### config.mk
export PLATFORM = sky130hd
export DESIGN_NAME = microcode_sequencer
export DESIGN_NICKNAME = d
export VERILOG_FILES = /design/src/rtl/microcode_sequencer.sv
export SDC_FILE = /design/constraint.sdc
export NUM_CORES = 1
export LEC_CHECK = 0
export CORE_MARGIN = 4
export CORE_UTILIZATION = 45
export CTS_CLUSTER_DIAMETER = 40
export DETAILED_ROUTE_END_ITERATION = 16
export PLACE_DENSITY = 0.87
export SYNTH_ARGS = -nofsm -noshare
export SYNTH_HDL_FRONTEND = slang
export SYNTH_SLANG_ARGS = --single-unit
### constraint.sdc
create_clock -name clock -period 3.79 [get_ports clock]
set_input_delay 0.5685 -clock clock [delete_from_list [all_inputs] [get_ports clock]]
set_output_delay 0.5685 -clock clock [all_outputs]
set_load 0.005 [all_outputs]
### src/rtl/microcode_sequencer.sv
// Purpose: steps a micro-step counter through a microcode ROM per opcode and returns finish/halt/jump to the driver.
// Latency: control word and finish are combinational from the registered {opcode, step}; halt and jump_flag are registered (+1 cycle).
// Backpressure: none. The driver paces the sequencer with load_n/enable, and rom_read_enable gates the word outputs.
module microcode_sequencer #(
    parameter int OPCODE_WIDTH = 8,
    parameter int STEP_WIDTH   = 4,
    parameter int CW_WIDTH     = 32,
    parameter int FINISH_BIT   = 0,
    parameter int HALT_BIT     = 1,
    parameter int JUMP_BIT     = 2,
    parameter int JUMP_IF_BIT  = 3
) (
    input  logic                    clock,
    input  logic                    reset,
    input  logic [OPCODE_WIDTH-1:0] opcode,
    input  logic                    condition_flag,
    input  logic                    microcode_sequencer_load_n,
    input  logic                    microcode_sequencer_enable,
    input  logic                    microcode_rom_read_enable,
    output logic [CW_WIDTH-1:0]     control_word,
    output logic                    instruction_finish_control_line,
    output logic                    halt,
    output logic                    jump_flag,
    output logic [STEP_WIDTH-1:0]   micro_step,
    output logic                    sequencer_fault
);

    typedef enum logic [1:0] {IDLE, RUN, DONE, HALTED} state_t;

    localparam logic [STEP_WIDTH-1:0] STEP_MAX = '1;

    state_t                  state;
    logic [OPCODE_WIDTH-1:0] opcode_q;
    logic [STEP_WIDTH-1:0]   step;
    logic                    jump_fired;

    logic [CW_WIDTH-1:0]     rom_dat;
    logic                    word_vld;
    logic                    word_finish;
    logic                    word_halt;
    logic                    jump_take;

    // Microcode image, compiled in and addressed by {opcode, step}. Unlisted locations read as zero.
    function automatic logic [CW_WIDTH-1:0] rom_word(
        input logic [OPCODE_WIDTH-1:0] op,
        input logic [STEP_WIDTH-1:0]   st
    );
        logic [CW_WIDTH-1:0] w;
        w = '0;
        if (op == OPCODE_WIDTH'(8'h01) && st == STEP_WIDTH'(0)) begin
            w = CW_WIDTH'(32'h0100_0000);
            w[FINISH_BIT] = 1'b1;
        end else if (op == OPCODE_WIDTH'(8'h02)) begin
            if (st == STEP_WIDTH'(0)) w = CW_WIDTH'(32'h0200_0010);
            if (st == STEP_WIDTH'(1)) w = CW_WIDTH'(32'h0200_0020);
            if (st == STEP_WIDTH'(2)) begin
                w = CW_WIDTH'(32'h0200_0040);
                w[FINISH_BIT] = 1'b1;
            end
        end else if (op == OPCODE_WIDTH'(8'h03)) begin
            if (st == STEP_WIDTH'(0)) w = CW_WIDTH'(32'h0300_0010);
            if (st == STEP_WIDTH'(1)) begin
                w = CW_WIDTH'(32'h0300_0000);
                w[JUMP_IF_BIT] = 1'b1;
            end
            if (st == STEP_WIDTH'(2)) begin
                w = CW_WIDTH'(32'h0300_0000);
                w[FINISH_BIT] = 1'b1;
            end
        end else if (op == OPCODE_WIDTH'(8'h04)) begin
            // Deliberately never finishes, so it can exercise step overflow.
            w = CW_WIDTH'(32'h0400_0100);
        end else if (op == OPCODE_WIDTH'(8'hFF) && st == STEP_WIDTH'(0)) begin
            w = CW_WIDTH'(32'hFF00_0000);
            w[HALT_BIT] = 1'b1;
            w[JUMP_BIT] = 1'b1;
        end
        return w;
    endfunction

    // Gate the ROM word and decode the control bits that drive the next-state logic.
    always_comb begin
        rom_dat     = rom_word(opcode_q, step);
        word_vld    = microcode_rom_read_enable && (state != HALTED) && !reset;
        word_finish = word_vld && rom_dat[FINISH_BIT];
        word_halt   = word_vld && rom_dat[HALT_BIT];
        jump_take   = word_vld && !jump_fired
                      && (rom_dat[JUMP_BIT] || (rom_dat[JUMP_IF_BIT] && condition_flag));
        control_word                    = word_vld ? rom_dat : '0;
        instruction_finish_control_line = word_finish;
        micro_step                      = step;
    end

    // Sequencer FSM. Priority is reset > halt > load > finish > enable.
    // Halt is terminal until reset, and jump_fired limits each loaded instruction to one jump pulse.
    always_ff @(posedge clock) begin
        if (reset) begin
            state           <= IDLE;
            opcode_q        <= '0;
            step            <= '0;
            halt            <= 1'b0;
            jump_flag       <= 1'b0;
            jump_fired      <= 1'b0;
            sequencer_fault <= 1'b0;
        end else begin
            jump_flag <= 1'b0;
            if (state != HALTED) begin
                if (word_halt) begin
                    state <= HALTED;
                    halt  <= 1'b1;
                end else begin
                    if (jump_take) begin
                        jump_flag  <= 1'b1;
                        jump_fired <= 1'b1;
                    end
                    if (!microcode_sequencer_load_n) begin
                        state      <= RUN;
                        opcode_q   <= opcode;
                        step       <= '0;
                        jump_fired <= 1'b0;
                    end else if (state == RUN) begin
                        if (word_finish) begin
                            state <= DONE;
                        end else if (microcode_sequencer_enable) begin
                            // At the top step, flag the overflow and hold rather than wrap.
                            if (step == STEP_MAX) begin
                                sequencer_fault <= 1'b1;
                            end else begin
                                step <= step + 1'b1;
                            end
                        end
                    end
                end
            end
        end
    end

endmodule

Word-level counts from Yosys, hierarchy flattened --
Index checks and enable logic that the tools add are counted.
Storage, ports and cells: bits in registers 18, output and inout bits 40
Operators by class: muxes and demuxes 24, reductions and logical operators 20, equality and inequality tests 17, $add $sub $neg 1, bitwise gates (word level) 4
Operators by type and width (count):
- 32-bit 2-to-1 mux | 10
- 26-bit 2-to-1 mux | 2
- 4-bit 2-to-1 mux | 5
- 8-bit by 2-bit == test with 1-bit output, second input constant | 2
- 1-bit logical AND | 9
- 3-bit AND reduction | 3
- 8-bit by 1-bit == test with 1-bit output, second input constant | 1
- 8-bit by 3-bit == test with 1-bit output, second input constant | 1
- 8-bit == test, second input constant | 1
- 2-bit 2-to-1 mux | 4
- 7-bit AND reduction | 1
- 2-bit by 1-bit inequality test with 1-bit output, second input constant | 3
- 2-bit inequality test, second input constant | 3
- 3-bit by 1-bit inequality test with 1-bit output, second input constant | 2
- 6-bit AND reduction | 1
- 4-bit by 1-bit adder with 4-bit output, second input constant | 1
- 4-bit by 1-bit == test with 1-bit output, second input constant | 1
- 4-bit by 2-bit == test with 1-bit output, second input constant | 1
- 4-bit == test, second input constant | 1
- 4-bit zero test | 1
- 1-bit NOT | 4
- 1-bit 2-to-1 mux | 3
- 3-bit OR reduction | 1
- 2-bit by 1-bit == test with 1-bit output, second input constant | 1
- other kinds (3) | 4

Depth between registers and ports, before layout --
word-level depth 12, mapped depth 8, gate-level depth less buffers 7

Worst setup path after synthesis --
Ideal clock, no wire load.
path type input to output, start input port microcode_rom_read_enable, end output port control_word[4], data arrival time 1.399 ns, setup slack 1.822 ns, cell stages on the path 4, cells stage by stage nor2b_1 and4_1 nand3_1 nor4b_1
On the way: cells in the longest elaborated chain, start to end 3
Ends and longest elaborated chain:
- start, declared | line 19 | input logic microcode_rom_read_enable,
- 1-bit logical AND (2 in a row) | line 84 | word_vld = microcode_rom_read_enable && (state != HALTED) && !reset;
- 32-bit 2-to-1 mux | line 89 | control_word = word_vld ? rom_dat : '0;
- end, declared | line 20 | output logic [CW_WIDTH-1:0] control_word,
Every way passes these cells.

Worst setup path after layout --
Ends and elaborated chain as after synthesis.

==> metrics.md <==
| Metric | Value |
|---|---|
| Status | `finished, final reports clean` |
| CP arrival | `2500 ps` |
| # rows | `18` |
| HP Class | `reg2reg` |
| Post-route minimum period | `3070 ps` |
| Clk root buf | `clkbuf_4` |
| Post-Layout Cell Count | `199` |
| Core footprint | `2520 µm²` |
| Startpoint types | `input pin` |
| Leading area contributor after synthesis | `dfxtp_1` |
| Die Area | `3590 µm²` |
| Crit path required time | `3220 ps` |
| Critical R2R Launch | `micro_step[0]` |
| DR WL/cell | `14.8 µm` |
| Cell depth of the worst hold path | `1` |
| Ant. Diodes | `0` |
| Num CTS Buffers | `3` |
| Placed Area | `1480 µm²` |
| Final Util | `0.596` |
| Area Growth Syn to Fin | `23.8%` |
| Hold endpoint | `jump_flag` |
| Initial Utilization | `0.481` |
| Share of layout cells above drive strength 1 | `0.0592` |
| Clock slew at reported path FFs | `100 ps` |
| FF+latch count, synth | `18` |
| Total power | `359 µW` |
| Share of the synthesized area in the top cell type | `0.297` |
| Clock power share | `0.266` |
| Final worst-path cycle share | `0.809` |
| I/O pins | `54` |
| First-pass GRT wire length | `4.44 mm` |
| Sequential area share after synthesis | `0.297` |
| Worst hold slack | `423 ps` |
| CTS tree | `done` |
| Largest net degree at the start of global routing | `16` |
| First-pass DRT Iterations | `4` |
| Remaining DRCs | `0` |
| Iteration-0 DRC Markers | `24` |
| R2R depth | `7` |
| P_leak | `0.592 nW` |
| Hold Path Origin | `jump_fired` |
| Slew Limit Fails | `0` |
| Synth top area cells | `dfxtp_1, buf_4, mux2i_1` |
| Post-layout instance area | `1500 µm²` |
| Setup Crit Path Kind | `in2out` |
| Crit Path Max Fanout | `4` |
| Setup Buffers After CTS | `0` |
| Grt total ovfl | `0` |
| Async set or reset register ratio after synthesis | `0` |
| Reg-to-reg slack, setup | `1540 ps` |
| CP Cell Sequence | `clkdlybuf4s50_1 -> nor2b_1 -> and4_1 -> nand3_1 -> nor4b_1 -> clkdlybuf4s50_1` |
| Vias in the first global route | `973` |
| CP Capture Type | `primary output` |
| Gate power share | `0.169` |
| Post-DRT Antenna Nets | `0` |
| Cells after synthesis | `141` |
| Placed cells | `196` |
| Most frequent cell after synthesis | `buf_4` |
| PortBufs | `37` |
| DP HPWL | `2.26 mm` |
| Final nets | `189` |
| Fin. Hold Viols | `0` |
| YS warnings | `0` |
| Syn_area_per_cell | `8.61 µm²` |
| Worst path max stage delay | `550 ps` |
| Max-Cap Viols | `0` |
| Worst-margin pin slew | `517 ps` |
| Post-CTS sizing | `0` |
| VDD IR-drop max | `0.244 mV` |
| Fmax | `0.326 GHz` |
| Total Routing Usage GR | `0.165` |
| Die Height | `59.9 µm` |
| RR Endpoint | `micro_step[3]` |
| Setup-failing EPs final | `0` |
| Rel. slew slack | `0.653` |
| # clock sinks | `18` |
| CP most frequent cell | `clkdlybuf4s50_1` |
| Top_reg_cell synth | `dfxtp_1` |
| Die X | `59.9 µm` |
| RSZ-0062 raised after global routing | `false` |
| Total number of vias | `1069` |
| Via density per instance | `5.37` |
| Hold buffers post-CTS | `0` |
| GP Congestion | `0.935` |
| Pwr/cell area | `239 nW/µm²` |
| Sw frac | `0.270` |
| H-tree lvl count | `1` |
| Fin worst setup slack | `723 ps` |
| Skew final | `1.16 ps` |
| Psw | `96.7 µW` |
| Count of different cell masters after synthesis | `46` |
| Drt total wl | `2.94 mm` |
| Number of enable flip-flop cells after synthesis | `0` |
| Clk_lat worst skew | `290 ps` |
| Max clock buf depth | `2` |
| Most frequent cells after synthesis | `buf_4, dfxtp_1, nor2_1, inv_1, mux2i_1` |
| Initial antenna violation count | `0` |
| Setup WS pre-CTS | `729 ps` |
| Sequential share of power | `0.566` |
| Syn Std Cell Area | `1210 µm²` |
| Setup TNS Final | `0 ps` |
| Pint | `262 µW` |
| CP max stage cell | `clkdlybuf4s50_1` |
worst max path at each step:
stage	startpoint	endpoint	slack (ps)	cells past startpoint
after floorplan	microcode_rom_read_enable	control_word[4]	1820	4
after global placement	microcode_rom_read_enable	control_word[4]	780	6
after CTS	microcode_rom_read_enable	control_word[4]	730	6
after detailed placement	microcode_rom_read_enable	control_word[4]	730	6
after global routing	micro_step[2]	control_word[25]	550	5
final	microcode_rom_read_enable	control_word[4]	720	6
sequential cells by signal, summed over array words and instances (netlist names):
register / cells
jump_flag: 1
state: 2
micro_step: 4
jump_fired: 1
halt: 1
opcode_q: 8
sequencer_fault: 1
worst max-delay path: cells and delay by family:
kind | cells | cell delay, ps
and+or+nand+nor | 4 | 930
buffers and inverters | 2 | 1000
final cells by class:
cell class              instances  area [µm²]
inverters                       8        30.0
multi-input cells             102         674
repair buffers                 38         378
fillers                       237        1020
well taps                      30        37.5
flip-flops and latches         18         360
clock buffers                   3        22.5
per-layer routing:
| metal | wire [µm] | track usage |
|---|---|---|
| met1 | 1220 | 0.199 |
| met2 | 1410 | 0.282 |
| met3 | 277 | 0.0432 |
| met4 | 27 | 0.0506 |
| met5 | 0 | 0 |
kinds of logic after synthesis:
group / share of synthesized area
buf+inv: 0.194
flops: 0.297
other cells: 0.00309
mux: 0.0660
compound gates: 0.138
fa+ha+maj: 0.0412
simple gates: 0.261
cell usage in the layout (no fill, tap or decap), types with 2 or more instances in the layout:
cell,n
mux2i_1,8
nor3_1,2
nor2b_1,2
a211o_1,2
nor2_1,11
and3_1,4
o21ai_0,3
a21oi_1,4
and2_1,3
dfxtp_1,18
and3b_1,2
nand4_1,4
a221oi_1,2
inv_1,8
nand3_1,4
nor3b_1,2
clkbuf_4,3
clkdlybuf4s50_1,37
nand2_1,3
a31oi_1,4
ha_1,4
o21a_1,2
conb_1,16
power groups by stage:
stage | clock [mW] | sequential, mW | combinational [mW]
3_5_place_dp | 0 | 0.207 | 0.0593
2_1_floorplan | 0 | 0.203 | 0.0504
5_1_grt | 0.105 | 0.204 | 0.0667
4_1_cts | 0.0978 | 0.203 | 0.0601
6_report | 0.0953 | 0.203 | 0.0606
3_3_place_gp | 0 | 0.207 | 0.0575
Note: power is estimated with default switching activity, not from simulation.
